## config.mk

```make
export PLATFORM = sky130hd
export DESIGN_NAME = skid_reg
export DESIGN_NICKNAME = d
export VERILOG_FILES = /design/src/rtl/skid_reg.sv
export SDC_FILE = /design/constraint.sdc
export NUM_CORES = 1
export LEC_CHECK = 0
export ABC_AREA = 1
export CELL_PAD_IN_SITES_DETAIL_PLACEMENT = 1
export CELL_PAD_IN_SITES_GLOBAL_PLACEMENT = 2
export CORE_AREA = 5 5 148 150
export DETAILED_ROUTE_END_ITERATION = 16
export DIE_AREA = 0 0 153 155
export GPL_ROUTABILITY_DRIVEN = 0
export PLACE_DENSITY_LB_ADDON = 0.15
export SETUP_SLACK_MARGIN = 0.02
export SLEW_MARGIN = 25
export SYNTH_ARGS = -nofsm -noshare
export SYNTH_HDL_FRONTEND = slang
export SYNTH_SLANG_ARGS = --single-unit
```

## constraint.sdc

```tcl
create_clock -name clk -period 4.4 [get_ports clk]
set_input_delay 0.88 -clock clk [delete_from_list [all_inputs] [get_ports clk]]
set_output_delay 0.88 -clock clk [all_outputs]
set_load 0.05 [all_outputs]
```

## src/rtl/skid_reg.sv

```systemverilog
// skid_reg: two-entry elastic pipeline register with a valid/ready handshake.
// The main register drives m_data and the skid register catches the one extra
// entry accepted while the consumer stalls. Every output, s_ready included,
// comes straight from a flop, so no combinational path crosses the stage.
module skid_reg #(
  parameter int unsigned N = 64
) (
  input  logic         clk,
  input  logic         reset,
  input  logic         flush,
  input  logic         s_valid,
  input  logic [N-1:0] s_data,
  output logic         s_ready,
  output logic         m_valid,
  output logic [N-1:0] m_data,
  input  logic         m_ready,
  output logic [1:0]   count
);

  typedef enum logic [1:0] {
    EMPTY = 2'd0,
    ONE   = 2'd1,
    FULL  = 2'd2
  } state_t;

  state_t       state;
  state_t       state_next;
  logic         accept;
  logic         take;
  logic         ready_next;
  logic         valid_next;
  logic [1:0]   count_next;
  logic         load_main;
  logic         main_from_skid;
  logic         load_skid;
  logic [N-1:0] skid;

  // Handshake qualifiers, built only from registered outputs and inputs
  always_comb begin
    accept = s_valid & s_ready;
    take   = m_valid & m_ready;
  end

  // State register; the flags are registered copies decoded from the next state
  always_ff @(posedge clk or negedge reset) begin
    if (!reset) begin
      state   <= EMPTY;
      s_ready <= 1'b1;
      m_valid <= 1'b0;
      count   <= 2'd0;
    end else begin
      state   <= state_next;
      s_ready <= ready_next;
      m_valid <= valid_next;
      count   <= count_next;
    end
  end

  // Next-state selection; flush overrides any transfer in the same cycle
  always_comb begin
    state_next = state;
    if (flush) begin
      state_next = EMPTY;
    end else begin
      unique case (state)
        EMPTY: if (accept) state_next = ONE;
        ONE: begin
          if (accept && !take)      state_next = FULL;
          else if (!accept && take) state_next = EMPTY;
        end
        FULL: if (take) state_next = ONE;
        default: state_next = EMPTY;
      endcase
    end
  end

  // Output flags decoded from the next state so they can be registered alongside it
  always_comb begin
    ready_next = 1'b1;
    valid_next = 1'b0;
    count_next = 2'd0;
    unique case (state_next)
      EMPTY: begin
        ready_next = 1'b1;
        valid_next = 1'b0;
        count_next = 2'd0;
      end
      ONE: begin
        ready_next = 1'b1;
        valid_next = 1'b1;
        count_next = 2'd1;
      end
      FULL: begin
        ready_next = 1'b0;
        valid_next = 1'b1;
        count_next = 2'd2;
      end
      default: begin
        ready_next = 1'b1;
        valid_next = 1'b0;
        count_next = 2'd0;
      end
    endcase
  end

  // Datapath load enables; nothing loads on flush so m_data keeps its old value
  always_comb begin
    load_main      = 1'b0;
    main_from_skid = 1'b0;
    load_skid      = 1'b0;
    if (!flush) begin
      unique case (state)
        EMPTY: load_main = accept;
        ONE: begin
          load_main = accept & take;
          load_skid = accept & ~take;
        end
        FULL: begin
          load_main      = take;
          main_from_skid = take;
        end
        default: ;
      endcase
    end
  end

  // Main register: head of the queue, refilled from upstream or from the skid
  always_ff @(posedge clk or negedge reset) begin
    if (!reset) begin
      m_data <= '0;
    end else if (load_main) begin
      m_data <= main_from_skid ? skid : s_data;
    end
  end

  // Skid register: holds the second entry while the consumer stalls
  always_ff @(posedge clk or negedge reset) begin
    if (!reset) begin
      skid <= '0;
    end else if (load_skid) begin
      skid <= s_data;
    end
  end

endmodule

```

==> results.md, run 1 <==
- Worst clock skew: approximately 0.0080 ns
- Die width: ~150 um
- Register area share after synthesis: 52.0%
- Yosys warning count: 0
- Crit path to: skid[39]
- Placed cell areas: 7800 um2
- Max-cap violation count: 0
- Critical path fanouts, max: 64
- TritonCTS Sinks: 134
- CTS buffer count: 17
- Avg WL per Cell: 16.2 um
- Vias in the first global route: slightly above 6000
- Final Max Tran Viols: 0
- Root Buffer: clkbuf_16
- First-pass GRT wire length: roughly 32000 um
- I/O Buffers: 136
- Clock latency on the worst-skew pair: 0.42 ns
- Via density: 4.71
- PwrDens: 629 nW/um2
- Slew HR: between 40% and 50%
- Via Count: 5611
- Worst Tran Pin Value: 0.813 ns
- Number of synthesized register bits: 134
- GRT Total Usage: 16.8%
- Max incr delay on CP: about 0.58 ns
- Syn_area_per_cell: slightly above 8 um2
- P_leak: 4.35 nW
- Crit. path cell count: 7
- # nets final: 977
- Drt drc: 0
- Cell repeated most along the worst path: nand2_1
- Setup Viol. Count Final: 0
- Async SR Flop Fraction: 100%
- Area grow syn2layout: 30.9%
- Maximum clock path buffer count: 2
- Hold Vio Cnt, Final: 0
- Die Ht: between 150 and 200 um
- Reg2reg setup slack: 2.01 ns
- Post-route ant nets: 0
- RSZ-0062 raised after global routing: false
- Die area: 23700 um2
- Crit path max-delay family: simple AND/OR/NAND/NOR gates
- Reg-to-reg critical path startpoint: s_ready
- CTS resizes: 0
- I/O pins: 137
- WP data required: 4.69 ns
- Hold Path Class: flop to flop
- Syn Inst Count: 795
- Hold_buf cts: 0
- Setup TNS: 0 ns
- Mapped Area: ~6400 um2
- Total wire length: 19300 um
- F_max: 360 MHz
- Crit path max-delay cell type: nand3_4
- Setup ws final: 1.62 ns
- H-Tree Depth: 4
- Arrival time at the worst endpoint: 3.07 ns
- EDFF count, synth: 0
- Hold slack: about 0.49 ns
- 1st-pass router iterations: 4
- Critical R2R Capture: skid[39]
- Row count: between 50 and 60
- Worst Setup SP: s_valid
- Status: completed
- Netlist cell types: 20
- WP buf/inv: 2
- Grt total ovfl: 0
- Number of post-CTS setup repair buffers: 0
- Initial detailed-routing violation count: 206
- Ratio of cells with drive above 1 in the final layout: 7.31%
- Worst r2r path cells: 6
- Worst Path Class, Setup: primary input to flop
- Core ar.: 20600 um2
- Register clock-pin slew on the reported worst setup and hold paths: ~0.060 ns
- Post-route design area: ~8400 um2
- Antenna diode instance count: 0
- Final period util: between 60% and 70%
- Largest net degree at the start of global routing: 95
- Fill count: 2466
- CTS tree: done
- Setup crit end kind: flop
- Crit-path cells: clkdlybuf4s50_1 -> nand2_1 -> nor2_1 -> nand3_4 -> buf_4 -> nand2_1 -> o21ai_2
- Pre-CTS setup slack: 1.19 ns
- Period minus WS final: 2.78 ns
- Post-synth top flop: dfrtp_1
- DP HPWL: roughly 12000 um
- Max IR drop VDD: 0.270 mV
- Antenna violations before repair: 0
- CP Launch Type: primary input
- Starting Density: 31.4%
- Syn nets: 867
[placed cells by master, fill, tap and decap left out]
cell	netlist	final
buf_12	0	1
buf_4	17	9
bufinv_16	0	4
clkbuf_16	0	17
clkbuf_8	0	4
clkdlybuf4s50_1	0	135
clkinv_2	0	1
clkinv_4	0	3
clkinvlp_4	0	3
dfrtp_1	133	133
dfstp_2	1	1
ha_1	3	3
inv_1	71	71
inv_2	2	2
nand2_1	324	324
nand2_2	4	3
nand2_4	0	1
nand3_1	131	131
nand3_2	2	1
nand3_4	0	1
nor2_1	2	2
nor2_4	2	2
o21ai_0	10	10
o21ai_1	41	41
o21ai_2	14	14
[cells in the mapped netlist, types with 2 or more instances]
| cell | count | area [um2] |
|---|---|---|
| ha_1 | 3 | 37.5 |
| nand2_1 | 324 | 1220 |
| nand2_2 | 4 | 25.0 |
| buf_4 | 17 | 128 |
| nor2_1 | 2 | 7.51 |
| o21ai_1 | 41 | 205 |
| buf_2 | 17 | 85.1 |
| o21ai_0 | 10 | 50.1 |
| o21ai_2 | 14 | 123 |
| dfrtp_1 | 133 | 3330 |
| buf_8 | 6 | 90.1 |
| inv_1 | 71 | 267 |
| nor2_4 | 2 | 22.5 |
| buf_6 | 13 | 146 |
| inv_2 | 2 | 7.51 |
| nand3_2 | 2 | 20.0 |
| nand3_1 | 131 | 656 |
[per-layer routing]
| layer | global-route usage (%) | wire length [um] | vias to the layer above |
|---|---|---|---|
| li1 | - | - | 2708 |
| met1 | 21.5 | 8850 | 2782 |
| met2 | 28.5 | 9530 | 102 |
| met3 | 3.98 | 728 | 19 |
| met4 | 4.88 | 237 | 0 |
| met5 | 0 | 0 | - |
[stage by stage]
step	cells	total power (W)	utilization [%]
after floorplan	795	0.00312	-
after global placement	1161	0.00373	37.9
after detailed placement	1161	0.00380	37.9
after CTS	1192	0.00538	41.0
after global routing	1192	0.00560	41.1
final	1192	0.00531	41.1
[logic make-up after synthesis]
kind of cell	count (synthesis)	synth area share [%]
AND/OR/NAND/NOR	465	30.2
adder cells (fa/ha/maj)	3	0.582
AO/OA/AOI/OAI	65	5.86
flip-flops	134	52.0
buffers and inverters	128	11.4
[cell type report]
cell class                 instances  area [um2]  share of cell area [%]
sequential                       134        3350                    39.7
multi-input combinational        533        2370                    28.1
timing repair buffer             146        1450                    17.2
clock buffer                      20         467                    5.53
tap                              275         344                    4.08
inverter                          73         274                    3.25
clock inverter                    11         174                    2.06
[worst reg2reg max path, cell delays in order, from the launching register on]
cell,delay (ns)
dfstp_2,0.53
nand2_1,0.06
nor2_1,0.24
nand3_4,0.58
buf_4,0.60
nand2_1,0.18
o21ai_2,0.06
[where the power goes]
| group | internal, W | switching (W) |
|---|---|---|
| registers | 0.00169 | 0.000269 |
| logic | 0.000622 | 0.00117 |
| clock network | 0.000992 | 0.000562 |
| total | 0.00330 | 0.00201 |
[worst min-delay path by stage]
| stage | from | to | slack (ns) | depth (start not counted) |
|---|---|---|---|---|
| global route | skid[36] | skid[36] | 0.50 | 2 |
| floorplan | skid[54] | skid[54] | 0.45 | 2 |
| CTS | skid[36] | skid[36] | 0.48 | 2 |
| detailed placement | skid[36] | skid[36] | 0.47 | 2 |
| finish | skid[15] | skid[15] | 0.49 | 2 |
| global placement | skid[0] | skid[0] | 0.47 | 2 |
No activity file was read; power rests on OpenSTA's default activity.
==> run 2, diff against run 1 <==
Settings changed: CORE_AREA 5 5 148 150 to 5 5 161 163, DIE_AREA 0 0 153 155 to 0 0 166 168.
Clock period 4.4 ns to 2.4 ns, I/O delays scaled along.
==> results.md, run 2 (synthesis gave the netlist of run 1 again) <==
- Status: completed
- Setup Viol. Count Final: 0 (unchanged)
- Hold Path Class: primary input to async pin
- Reg area: 3350 um2 (unchanged)
- Row count: 57 (+7.5%)
- Setup ws final: 0.160 ns (-1.46 ns)
- Total wire length: 20300 um (+4.8%)
- H-Tree Depth: 4 (unchanged)
- Area grow syn2layout: 33.9%
- Max IR drop VDD: 0.479 mV (+78%)
- F_max: 446 MHz
- Maximum clock path buffer count: 2 (unchanged)
- I/O Buffers: 136 (unchanged)
- Via Count: 5636 (+0.45%)
- RSZ-0062 raised after global routing: false
- Worst Tran Pin Value: 0.540 ns (-0.272 ns)
- CTS resizes: 0 (unchanged)
- Die area: 27900 um2 (+18%)
- Commonest non-fill, non-tap cell in the layout: nand2_1
- WP buf/inv: 1 (-1)
- Final period util: between 90% and 100%
- PwrDens: 1110 nW/um2 (+77%)
- Ratio of cells with drive above 1 in the final layout: 8.50% (+1.2 points)
- Crit-path cells: clkdlybuf4s50_1
- Post-route design area: 8630 um2 (+2.3%)
- Via density: 4.50 (-4.4%)
- Vias in the first global route: 6329 (+2.9%)
- Worst clock skew: 0.0103 ns (+0.00239 ns)
- Initial detailed-routing violation count: 251 (+22%)
- Setup TNS: 0 ns (unchanged)
- Hold Vio Cnt, Final: 0 (unchanged)
- Fill count: 2857 (+16%)
- I/O pins: 137 (unchanged)
- Die Ht: 168 um (+8.4%)
- # nets final: 988 (+1.1%)
- Period minus WS final: 2.24 ns
- Reg-to-reg critical path startpoint: s_ready
- Avg WL per Cell: 16.2 um (-0.30%)
- First-pass GRT wire length: 33800 um (+4.6%)
- GRT Total Usage: 15.0% (-1.8 points)
- 1st-pass router iterations: 5 (+1)
- Post-route ant nets: 0 (unchanged)
- Max-cap violation count: 0 (unchanged)
- Die width: 166 um (+8.5%)
- Crit path max-delay family: buffers and inverters
- Reg2reg setup slack: 0.67 ns (-1.34 ns)
- Antenna diode instance count: 0 (unchanged)
- Clock latency on the worst-skew pair: 0.42 ns (about the same)
- Crit path max-delay cell type: clkdlybuf4s50_1
- Final Max Tran Viols: 0 (unchanged)
- CP Launch Type: flop
- Max incr delay on CP: 0.81 ns (+0.23 ns)
- Root Buffer: clkbuf_16
- TritonCTS Sinks: 134 (unchanged)
- Core ar.: 24200 um2 (+18%)
- CTS buffer count: 17 (unchanged)
- DP HPWL: 13700 um (+10%)
- Largest net degree at the start of global routing: 65 (-32%)
- CTS tree: done
- P_leak: 4.43 nW (+1.7%)
- Grt total ovfl: 0 (unchanged)
- Placed cell areas: 8030 um2 (+3.0%)
- Critical path fanouts, max: 2 (-97%)
- Worst Path Class, Setup: flop to output port
- Hold_buf cts: 0 (unchanged)
- WP data required: 1.92 ns (-2.77 ns)
- Drt drc: 0 (unchanged)
- Multi-input gate area: 2370 um2 (unchanged)
- Slew HR: 63.9% (+18 points)
- Worst r2r path cells: 6 (unchanged)
- Starting Density: 26.7% (-4.7 points)
- Critical R2R Capture: skid[1]
- Setup crit end kind: output port
- Arrival time at the worst endpoint: 1.76 ns (-1.31 ns)
- Number of post-CTS setup repair buffers: 0 (unchanged)
- Most frequent cells in the layout: nand2_1, clkdlybuf4s50_1, dfrtp_1, nand3_1, inv_1
- Pre-CTS setup slack: 0.211 ns (-0.983 ns)
- Antenna violations before repair: 2 (+2)
- Register clock-pin slew on the reported worst setup and hold paths: 0.07 ns (about the same)
run 2: cell types whose count changed in the layout (fill, tap and decap cells not counted):
cell,previous run,this run
buf_12,1,8
buf_4,9,13
clkbuf_8,4,0
clkinv_2,1,3
inv_6,0,2
buf_6,0,1
bufinv_16,4,3
clkinv_4,3,4
run 2: metrics by stage:
step | total power [W] | util [%] | std cells | hold WS (ns)
global placement | 0.00692 | 33.2 | 1221 | 0.465
floorplan | 0.00571 | - | 795 | 0.184
CTS | 0.00979 | 35.7 | 1253 | 0.0182
global route | 0.0102 | 35.7 | 1253 | 0.0331
detailed placement | 0.00702 | 33.2 | 1221 | 0.473
finish | 0.00963 | 35.7 | 1253 | 0.00765
run 2: area by class of cell:
type / instances / area share, %
inverter: 73 / 3.17
multi-input combinational: 533 / 27.5
clock buffer: 17 / 4.93
clock inverter: 15 / 2.09
sequential: 134 / 38.8
tap: 324 / 4.69
timing repair buffer: 157 / 18.8
run 2: routing by layer:
| metal | up-vias | track usage, % | part of all wire [%] |
|---|---|---|---|
| li1 | 2726 | - | - |
| met1 | 2789 | 19.6 | 47 |
| met2 | 106 | 24.9 | 48 |
| met3 | 11 | 3.68 | 4.4 |
| met4 | 4 | 3.84 | 0.62 |
| met5 | - | 0 | 0.13 |
run 2: how the worst max path moves through the flow:
stage	startpoint	endpoint	slack, ns	cells past startpoint
3_3_place_gp	m_ready	m_data[33]	0.28	10
6_report	s_ready	s_ready	0.16	1
3_5_place_dp	m_ready	m_data[32]	0.21	10
5_1_grt	s_ready	s_ready	0.11	1
2_1_floorplan	m_valid	m_valid	0.71	8
4_1_cts	s_ready	s_ready	0.12	1
run 2: where the power goes:
part / switching, W / internal [W]
Clock: 0.00106 / 0.00164
Sequential: 0.000502 / 0.00309
Combinational: 0.00216 / 0.00117
Total: 0.00373 / 0.00590
